[config.mk]
export PLATFORM = sky130hd
export DESIGN_NAME = uart_cmd_parser
export DESIGN_NICKNAME = d
export VERILOG_FILES = /design/src/rtl/uart_cmd_pkg.sv /design/src/rtl/uart_cmd_parser_timeout.sv /design/src/rtl/uart_cmd_parser.sv
export SDC_FILE = /design/constraint.sdc
export NUM_CORES = 1
export LEC_CHECK = 0
export CORE_MARGIN = 4
export CORE_UTILIZATION = 35
export DETAILED_ROUTE_END_ITERATION = 10
export HOLD_SLACK_MARGIN = 0.05
export SETUP_SLACK_MARGIN = 0.02
export SYNTH_ARGS = -nofsm -noshare
export SYNTH_HDL_FRONTEND = slang
export SYNTH_SLANG_ARGS = --single-unit
[constraint.sdc]
create_clock -name clk -period 5.4 [get_ports clk]
set_input_delay 0.81 -clock clk [delete_from_list [all_inputs] [get_ports clk]]
set_output_delay 0.81 -clock clk [all_outputs]
set_load 0.05 [all_outputs]
[src/rtl/uart_cmd_pkg.sv]
`default_nettype none
// ============================================================================
//  Module      : uart_cmd_pkg
//  Description : Shared constants, state encoding and register map for the
//                UART command parser.
//  Revision    : 1.0 - initial release
// ============================================================================
package uart_cmd_pkg;

    localparam logic [7:0] CMD_SYNC = 8'hA5;

    typedef enum logic [2:0] {
        HUNT = 3'd0,
        ADDR = 3'd1,
        DHI  = 3'd2,
        DLO  = 3'd3,
        CHK  = 3'd4
    } cmd_state_t;

    localparam logic [3:0] SETPOINT = 4'd0;
    localparam logic [3:0] KP       = 4'd1;
    localparam logic [3:0] KI       = 4'd2;
    localparam logic [3:0] KD       = 4'd3;
    localparam logic [3:0] MODE     = 4'd4;

endpackage
`default_nettype wire

[src/rtl/uart_cmd_parser_timeout.sv]
`default_nettype none
// ============================================================================
//  Module      : cmd_timeout
//  Description : Tick-counting watchdog; flags expiry on the tick that would
//                bring the count to TIMEOUT_TICKS.
//  Revision    : 1.0 - initial release
// ============================================================================
module cmd_timeout #(
    parameter int TIMEOUT_TICKS = 480
) (
    input  logic clk,
    input  logic reset,
    input  logic i_tick,
    input  logic i_clear,
    input  logic i_enable,
    output logic o_expire
);

    localparam int             CW     = $clog2(TIMEOUT_TICKS + 1);
    localparam logic [CW-1:0]  c_last = CW'(TIMEOUT_TICKS - 1);

    logic [CW-1:0] r_count;

    always_ff @(posedge clk) begin
        if (reset || i_clear) begin
            r_count <= '0;
        end else if (i_enable && i_tick) begin
            r_count <= r_count + CW'(1);
        end
    end

    // Combinational so the registered error strobe lands one cycle after the tick.
    assign o_expire = i_enable && i_tick && !i_clear && (r_count == c_last);

endmodule
`default_nettype wire

[src/rtl/uart_cmd_parser.sv]
`default_nettype none
// ============================================================================
//  Module      : uart_cmd_parser
//  Description : Assembles 5-byte command frames from UART bytes and issues
//                register write strobes or error pulses.
//  Revision    : 1.0 - initial release
// ============================================================================
module uart_cmd_parser
    import uart_cmd_pkg::*;
#(
    parameter int TIMEOUT_TICKS = 480,
    parameter int NUM_REGS      = 8
) (
    input  logic        clk,
    input  logic        reset,
    input  logic        tick16,
    input  logic [7:0]  rx_data,
    input  logic        rx_valid,
    input  logic        rx_framing_error,
    output logic        wr_en,
    output logic [3:0]  wr_addr,
    output logic [15:0] wr_data,
    output logic        pkt_err,
    output logic [7:0]  err_count,
    output logic        busy
);

    localparam logic [8:0] c_num_regs = 9'(NUM_REGS);

    cmd_state_t  r_state,     w_state_nxt;
    logic [3:0]  r_addr,      w_addr_nxt;
    logic [7:0]  r_dhi,       w_dhi_nxt;
    logic [7:0]  r_dlo,       w_dlo_nxt;
    logic [7:0]  r_xor,       w_xor_nxt;
    logic        r_wr_en,     w_wr_en_nxt;
    logic        r_pkt_err,   w_pkt_err_nxt;
    logic [3:0]  r_wr_addr,   w_wr_addr_nxt;
    logic [15:0] r_wr_data,   w_wr_data_nxt;
    logic [7:0]  r_err_count, w_err_count_nxt;
    logic        w_expire;
    logic        w_in_hunt;

    assign w_in_hunt = (r_state == HUNT);

    cmd_timeout #(
        .TIMEOUT_TICKS (TIMEOUT_TICKS)
    ) u_timeout (
        .clk      (clk),
        .reset    (reset),
        .i_tick   (tick16),
        .i_clear  (rx_valid || w_in_hunt),
        .i_enable (!w_in_hunt),
        .o_expire (w_expire)
    );

    always_ff @(posedge clk) begin
        if (reset) begin
            r_state     <= HUNT;
            r_addr      <= '0;
            r_dhi       <= '0;
            r_dlo       <= '0;
            r_xor       <= '0;
            r_wr_en     <= 1'b0;
            r_pkt_err   <= 1'b0;
            r_wr_addr   <= '0;
            r_wr_data   <= '0;
            r_err_count <= '0;
        end else begin
            r_state     <= w_state_nxt;
            r_addr      <= w_addr_nxt;
            r_dhi       <= w_dhi_nxt;
            r_dlo       <= w_dlo_nxt;
            r_xor       <= w_xor_nxt;
            r_wr_en     <= w_wr_en_nxt;
            r_pkt_err   <= w_pkt_err_nxt;
            r_wr_addr   <= w_wr_addr_nxt;
            r_wr_data   <= w_wr_data_nxt;
            r_err_count <= w_err_count_nxt;
        end
    end

    // Priority: framing error, then received byte, then timeout.
    always_comb begin
        w_state_nxt     = r_state;
        w_addr_nxt      = r_addr;
        w_dhi_nxt       = r_dhi;
        w_dlo_nxt       = r_dlo;
        w_xor_nxt       = r_xor;
        w_wr_en_nxt     = 1'b0;
        w_pkt_err_nxt   = 1'b0;
        w_wr_addr_nxt   = r_wr_addr;
        w_wr_data_nxt   = r_wr_data;

        if (!w_in_hunt && rx_framing_error) begin
            w_pkt_err_nxt = 1'b1;
            w_state_nxt   = HUNT;
        end else if (rx_valid) begin
            case (r_state)
                HUNT: begin
                    if (rx_data == CMD_SYNC) begin
                        w_state_nxt = ADDR;
                        w_xor_nxt   = '0;
                    end
                end
                ADDR: begin
                    if ({1'b0, rx_data} < c_num_regs) begin
                        w_addr_nxt  = rx_data[3:0];
                        w_xor_nxt   = r_xor ^ rx_data;
                        w_state_nxt = DHI;
                    end else begin
                        w_pkt_err_nxt = 1'b1;
                        w_state_nxt   = HUNT;
                    end
                end
                DHI: begin
                    w_dhi_nxt   = rx_data;
                    w_xor_nxt   = r_xor ^ rx_data;
                    w_state_nxt = DLO;
                end
                DLO: begin
                    w_dlo_nxt   = rx_data;
                    w_xor_nxt   = r_xor ^ rx_data;
                    w_state_nxt = CHK;
                end
                CHK: begin
                    if (rx_data == r_xor) begin
                        w_wr_en_nxt   = 1'b1;
                        w_wr_addr_nxt = r_addr;
                        w_wr_data_nxt = {r_dhi, r_dlo};
                    end else begin
                        w_pkt_err_nxt = 1'b1;
                    end
                    w_state_nxt = HUNT;
                end
                default: w_state_nxt = HUNT;
            endcase
        end else if (w_expire) begin
            w_pkt_err_nxt = 1'b1;
            w_state_nxt   = HUNT;
        end

        w_err_count_nxt = r_err_count;
        if (w_pkt_err_nxt && (r_err_count != 8'hFF)) begin
            w_err_count_nxt = r_err_count + 8'd1;
        end
    end

    assign wr_en     = r_wr_en;
    assign wr_addr   = r_wr_addr;
    assign wr_data   = r_wr_data;
    assign pkt_err   = r_pkt_err;
    assign err_count = r_err_count;
    assign busy      = !w_in_hunt;

endmodule
`default_nettype wire
==> flow_summary.toml, run 1 <==
[timing]
setup_viol = 0
rsz0062_at_grt = "no"
fin_crit_sh_pct = 54.08
final.setup_skew_ns = 0.009212
tns_ns = 0
finalHoldViolCount = 0
max_freq_mhz = 342.4
relSlewSlack_pct = 48.40
report.final.slew_viol_count = 0
worst_pin_slew_ns = 0.7680
finalWorstSetupSlack_ns = 2.480
finalCriticalPeriod_ns = 2.920

[clocking]
cts_resized = 0
root_buffer = "clkbuf_8"
clk_latency_ns = 0.34
path_clk_slew_ns = 0.07
clockBufferDepth = 2
cts_made_buffers = 9
hold_buffers = 0
post_cts_buffers = 0
cts_tree = "done"
cts_max_level = 3
clock-sinks = 70

[synth]
syn_inst = 332
avgSynthCellArea_um2 = 9.083
synth_edf_count = 0
ys_async_sr_fraction_pct = 0
ys_types = 51
ys_warn_count = 0
synth_seq_area_share_pct = 46.47
synth_top_area_share_pct = 46.47
syn_nets = 347
yosysMostFrequentCell = "nor2_1"
synthTopCellsByCount = "73 x nor2_1, 70 x dfxtp_1, 39 x mux2i_1"
synthTopCellsByArea = "dfxtp_1 46%, mux2i_1 13%, nor2_1 9.1%"
synth_area_mm2 = 0.003015
yosysTopAreaCell = "dfxtp_1"
synth_flop_cell = "dfxtp_1"
ys_ff_latch = 70

[worst_setup_path]
slowest_stage = "clkdlybuf4s50_1"
critPathRequiredTime_ns = 5.61
critical_path_class = "in -> reg"
reg2reg_from = "r_state[0]"
slowest_delay_ns = 0.57
startpoint_type = "input port"
r2r_setup_slack_ns = 2.93
worstPathMaxFanout = 20
setup.worst_path.end_class = "register"
arrival_ns = 3.13
r2r-end = "err_count[7]"
startpoint = "rx_data[0]"
crit_chain = "clkdlybuf4s50_1 > xor2_1 > a221o_1 > nor4_2 > and2_1 > buf_4 > mux2i_1 > nor2_1"
cp-endpoint = "wr_data[6]"
reg2reg_depth = 6

[routing]
drc = 0
wl_per_cell_um = 13.64
via_per_inst = 4.996
drt_wl_total_mm = 6.491
dr.pass1.iters = 4
ant_nets = 0
drt_iter0_drc = 111
num_vias = 2378

[power_and_ir_drop]
total_power_w = 0.0009705
p_per_area_mw_per_mm2 = 262.7
ir_drop_mv = 0.1321
p_leak_nw = 1.258

[global_routing]
antenna_found_initial = 0
grt_pass1_wl_mm = 11.03
grt_max_degree = 62
grt_usage_pct = 13.64
first_global_vias = 2312
gr-total-overflow = 0

[final_layout]
drive_gt1_share_pct = 7.278
areaGrowthSynthToFinish_pct = 22.53
diodes = 0
fillerInstances = 835
regArea_mm2 = 0.001401
multi_input_area_mm2 = 0.001484
nNetsFinal = 383
final_util_pct = 44.52

[die]
coreArea_mm2 = 0.008299
initial_utilization_pct = 36.33
dieWidth_um = 100.8
fp.dieH_um = 100.8
io_pins = 44
rows = 33
dieArea_mm2 = 0.01016

[placed_design]
gp_congestion = 0.8372
port_buffers = 43
dp_hpwl_mm = 4.337
place_ws_ns = 2.100

[flow_run]
cap_violations = 0

[min_path]
holdCritPathClass = "reg -> reg"

[outcome]
status = "finished clean"
report_power, final:
group	switching (W)	total (W)	internal [W]	leakage, nW
logic	0.0000217	0.0000331	0.0000114	0.601
clock network	0.000188	0.000421	0.000233	0.0935
registers	0.0000000506	0.000516	0.000516	0.563
total	0.000210	0.000970	0.000761	1.26
flip-flops by register name (all words and copies together) (netlist names):
register	count
wr_data	16
u_timeout.r_count	9
err_count	8
r_dhi	8
r_dlo	8
r_xor	8
r_addr	4
wr_addr	4
r_state	3
pkt_err	1
wr_en	1
critical path, delay by kind of cell:
kind	cells	cell delay [ns]
simple gates	3	0.63
mux	1	0.25
buf+inv	2	0.89
compound gates	1	0.28
xor+xnor	1	0.23
final cells by class:
type	count	share of cell area, %
Tap cell	105	3.556
Multi-Input combinational cell	232	40.16
Sequential cell	70	37.93
Timing Repair Buffer	46	12.12
Inverter	9	0.9143
Clock inverter	3	1.219
Clock buffer	11	4.098
placed cells by master (no fill, tap or decap), types with 2 or more instances in the layout:
| master | n |
|---|---|
| a31oi_1 | 2 |
| ha_1 | 2 |
| nand2_1 | 9 |
| buf_4 | 3 |
| nand3_1 | 13 |
| nor2b_1 | 3 |
| nor4_1 | 2 |
| clkinvlp_4 | 2 |
| or4_1 | 2 |
| o31ai_1 | 2 |
| nor4b_1 | 2 |
| clkdlybuf4s50_1 | 42 |
| nand3b_1 | 6 |
| nor3_1 | 5 |
| dfxtp_1 | 70 |
| o21ai_0 | 13 |
| inv_1 | 9 |
| mux2i_1 | 39 |
| clkbuf_8 | 11 |
| nor2_1 | 73 |
| a21oi_1 | 18 |
| xnor2_1 | 5 |
| and3_1 | 2 |
| xor2_1 | 8 |
kinds of logic (layout without fill, tap and decap cells):
| kind of cell | Yosys count | after routing | share of synthesized area, % |
|---|---|---|---|
| adder cells (fa/ha/maj) | 2 | 2 | 0.8297 |
| AND/OR/NAND/NOR | 131 | 131 | 21.99 |
| flip-flops | 70 | 70 | 46.47 |
| AO/OA/AOI/OAI | 45 | 45 | 8.921 |
| XOR/XNOR | 13 | 13 | 3.776 |
| multiplexers | 41 | 41 | 13.69 |
| buffers and inverters | 30 | 69 | 4.315 |
layer usage:
metal | GRT usage [%] | vias up | wire length, um
met5 | 0 | - | 0
met4 | 4.974 | 0 | 104
met3 | 4.014 | 9 | 316
met2 | 20.91 | 47 | 2820
met1 | 18.14 | 1109 | 3250
li1 | - | 1213 | -
worst min path at each step:
stage,depth (start not counted),startpoint,end,slack [ns]
2_1_floorplan,2,u_timeout.r_count[1],u_timeout.r_count[1],0.45
3_3_place_gp,2,r_xor[2],r_xor[2],0.46
3_5_place_dp,1,r_addr[3],r_addr[3],0.47
4_1_cts,1,r_addr[3],r_addr[3],0.48
5_1_grt,1,r_addr[3],r_addr[3],0.50
6_report,1,r_addr[3],r_addr[3],0.48
metrics by stage:
stage          cell area [um2]  hold WS, ns  std cells
6_report                  3695       0.4751        476
5_1_grt                   3695       0.4987        476
4_1_cts                   3695       0.4796        476
3_5_place_dp              3498       0.4706        462
3_3_place_gp              3498       0.4619        462
2_1_floorplan             3015       0.4536        332
No activity file was read; power rests on OpenSTA's default activity.
==> run 2, diff against run 1 <==
Clock period 5.4 ns to 2.5 ns, I/O delays scaled along.
==> run 2 against run 1 <==
Effect of this change: final area is 6.3% higher; non-clock buffer count grew 32; highest routed layer unchanged; via count rose by 5.1%; worst setup slack lost 2.4 ns; first-iteration DRC count is 42% lower; combinational power rose to 2.9 times the previous value.
==> flow_summary.toml, run 2 (same netlist as run 1, synthesis figures left out) <==
[min_path]
hold_depth = 4
min-delay-start = "reset"
hold_end = "r_state[2]"
holdCritPathClass = "in -> reg"

[power_and_ir_drop]
ir_drop_mv = 0.3069
p_leak_nw = 1.409
p_per_area_mw_per_mm2 = 518.7
total_power_w = 0.002037

[timing]
relSlewSlack_pct = 61.39
worst_pin_slew_ns = 0.5753
setup_viol = 0
finalHoldViolCount = 0
report.final.slew_viol_count = 0
final.setup_skew_ns = 0.008296
max_freq_mhz = 421.5
finalCriticalPeriod_ns = 2.373
tns_ns = 0
fin_crit_sh_pct = 94.90
finalWorstSetupSlack_ns = 0.1275
rsz0062_at_grt = "no"

[clocking]
cts_max_level = 3
path_clk_slew_ns = 0.08
clockBufferDepth = 2
clk_latency_ns = 0.34
clock-sinks = 70
cts_resized = 0
cts_tree = "done"
root_buffer = "clkbuf_8"
hold_buffers = 0
post_cts_buffers = 0
cts_made_buffers = 9

[routing]
drt_wl_total_mm = 6.908
drt_iter0_drc = 64
ant_nets = 0
dr.pass1.iters = 4
num_vias = 2499
wl_per_cell_um = 13.55
drc = 0
via_per_inst = 4.900

[final_layout]
final_cell_mix = "73 x nor2_1, 70 x dfxtp_1, 42 x clkdlybuf4s50_1, 39 x mux2i_1, 34 x buf_4"
areaGrowthSynthToFinish_pct = 30.21
layout_commonest_cell = "nor2_1"
nNetsFinal = 415
drive_gt1_share_pct = 14.81
diodes = 0
fillerInstances = 819
design_area_mm2 = 0.003926
largest_reg_flops = 16

[global_routing]
grt_usage_pct = 14.38
grt_max_degree = 32
gr-total-overflow = 0
first_global_vias = 2461
antenna_found_initial = 0
grt_pass1_wl_mm = 11.61

[worst_setup_path]
r2r_setup_slack_ns = 0.23
setup.worst_path.end_class = "output pin"
reg2reg_depth = 6
critPathRequiredTime_ns = 2.12
reg2reg_from = "u_timeout.r_count[0]"
arrival_ns = 2.00
critical_path_class = "reg -> out"
startpoint_type = "register"
r2r-end = "err_count[7]"
worstPathMaxFanout = 10

[die]
coreArea_mm2 = 0.008299
rows = 33
dieArea_mm2 = 0.01016
fp.dieH_um = 100.8
dieWidth_um = 100.8
initial_utilization_pct = 36.33
io_pins = 44

[placed_design]
placed_area_mm2 = 0.003751
gp_congestion = 0.8573
port_buffers = 43
place_ws_ns = -0.09450
dp_hpwl_mm = 4.944

[outcome]
status = "finished clean"

[flow_run]
cap_violations = 0
## run 2: changes by cell type in the layout (fill, tap and decap cells not counted), sizes merged
cell | previous run | this run
buf | 4 | 36
clkinv | 0 | 2
bufinv | 1 | 0
inv | 9 | 10
## run 2: layer usage
layer	wire (um)	global-route usage, %	up-vias
met5	0	0	-
met4	65	3.731	0
met3	434	5.260	7
met2	3009	21.82	57
met1	3397	19.33	1158
li1	-	-	1277
## run 2: final cells by class
cell class / count / area (um2) / share of cell area (%)
Tap cell: 105 / 131.4 / 3.346
Clock inverter: 5 / 33.78 / 0.8604
Clock buffer: 11 / 141.4 / 3.601
Inverter: 9 / 33.78 / 0.8604
Multi-Input combinational cell: 232 / 1484 / 37.79
Sequential cell: 70 / 1401 / 35.69
Timing Repair Buffer: 78 / 700.7 / 17.85
## run 2: where the power goes
part	internal (W)	switching [W]	total [W]
Combinational	0.0000443	0.0000520	0.0000963
Sequential	0.00111	0.0000000535	0.00111
Clock	0.000387	0.000439	0.000826
Total	0.00155	0.000491	0.00204
## run 2: per-stage QoR
step / hold WS (ns) / instances / utilization (%)
after floorplan: 0.4536 / 332 / -
after CTS: 0.4208 / 510 / 47.31
final: 0.4239 / 510 / 47.31
after global placement: 0.4612 / 494 / 45.20
after detailed placement: 0.4682 / 494 / 45.20
after global routing: 0.4258 / 510 / 47.31
## run 2: worst max-delay path by stage
stage | to | slack, ns | depth (start not counted) | start
5_1_grt | busy | 0.06 | 3 | r_state[2]
3_3_place_gp | err_count[7] | -0.06 | 6 | tick16
3_5_place_dp | err_count[7] | -0.09 | 8 | rx_data[4]
2_1_floorplan | err_count[5] | 0.04 | 8 | r_state[1]
6_report | busy | 0.13 | 3 | r_state[2]
4_1_cts | busy | 0.10 | 3 | r_state[2]
## run 2: worst max-delay path, cell delays in order (launching register included)
cell and delay [ns]:
dfxtp_1 0.35, or3_4 0.42, buf_4 0.19, clkdlybuf4s50_1 0.70
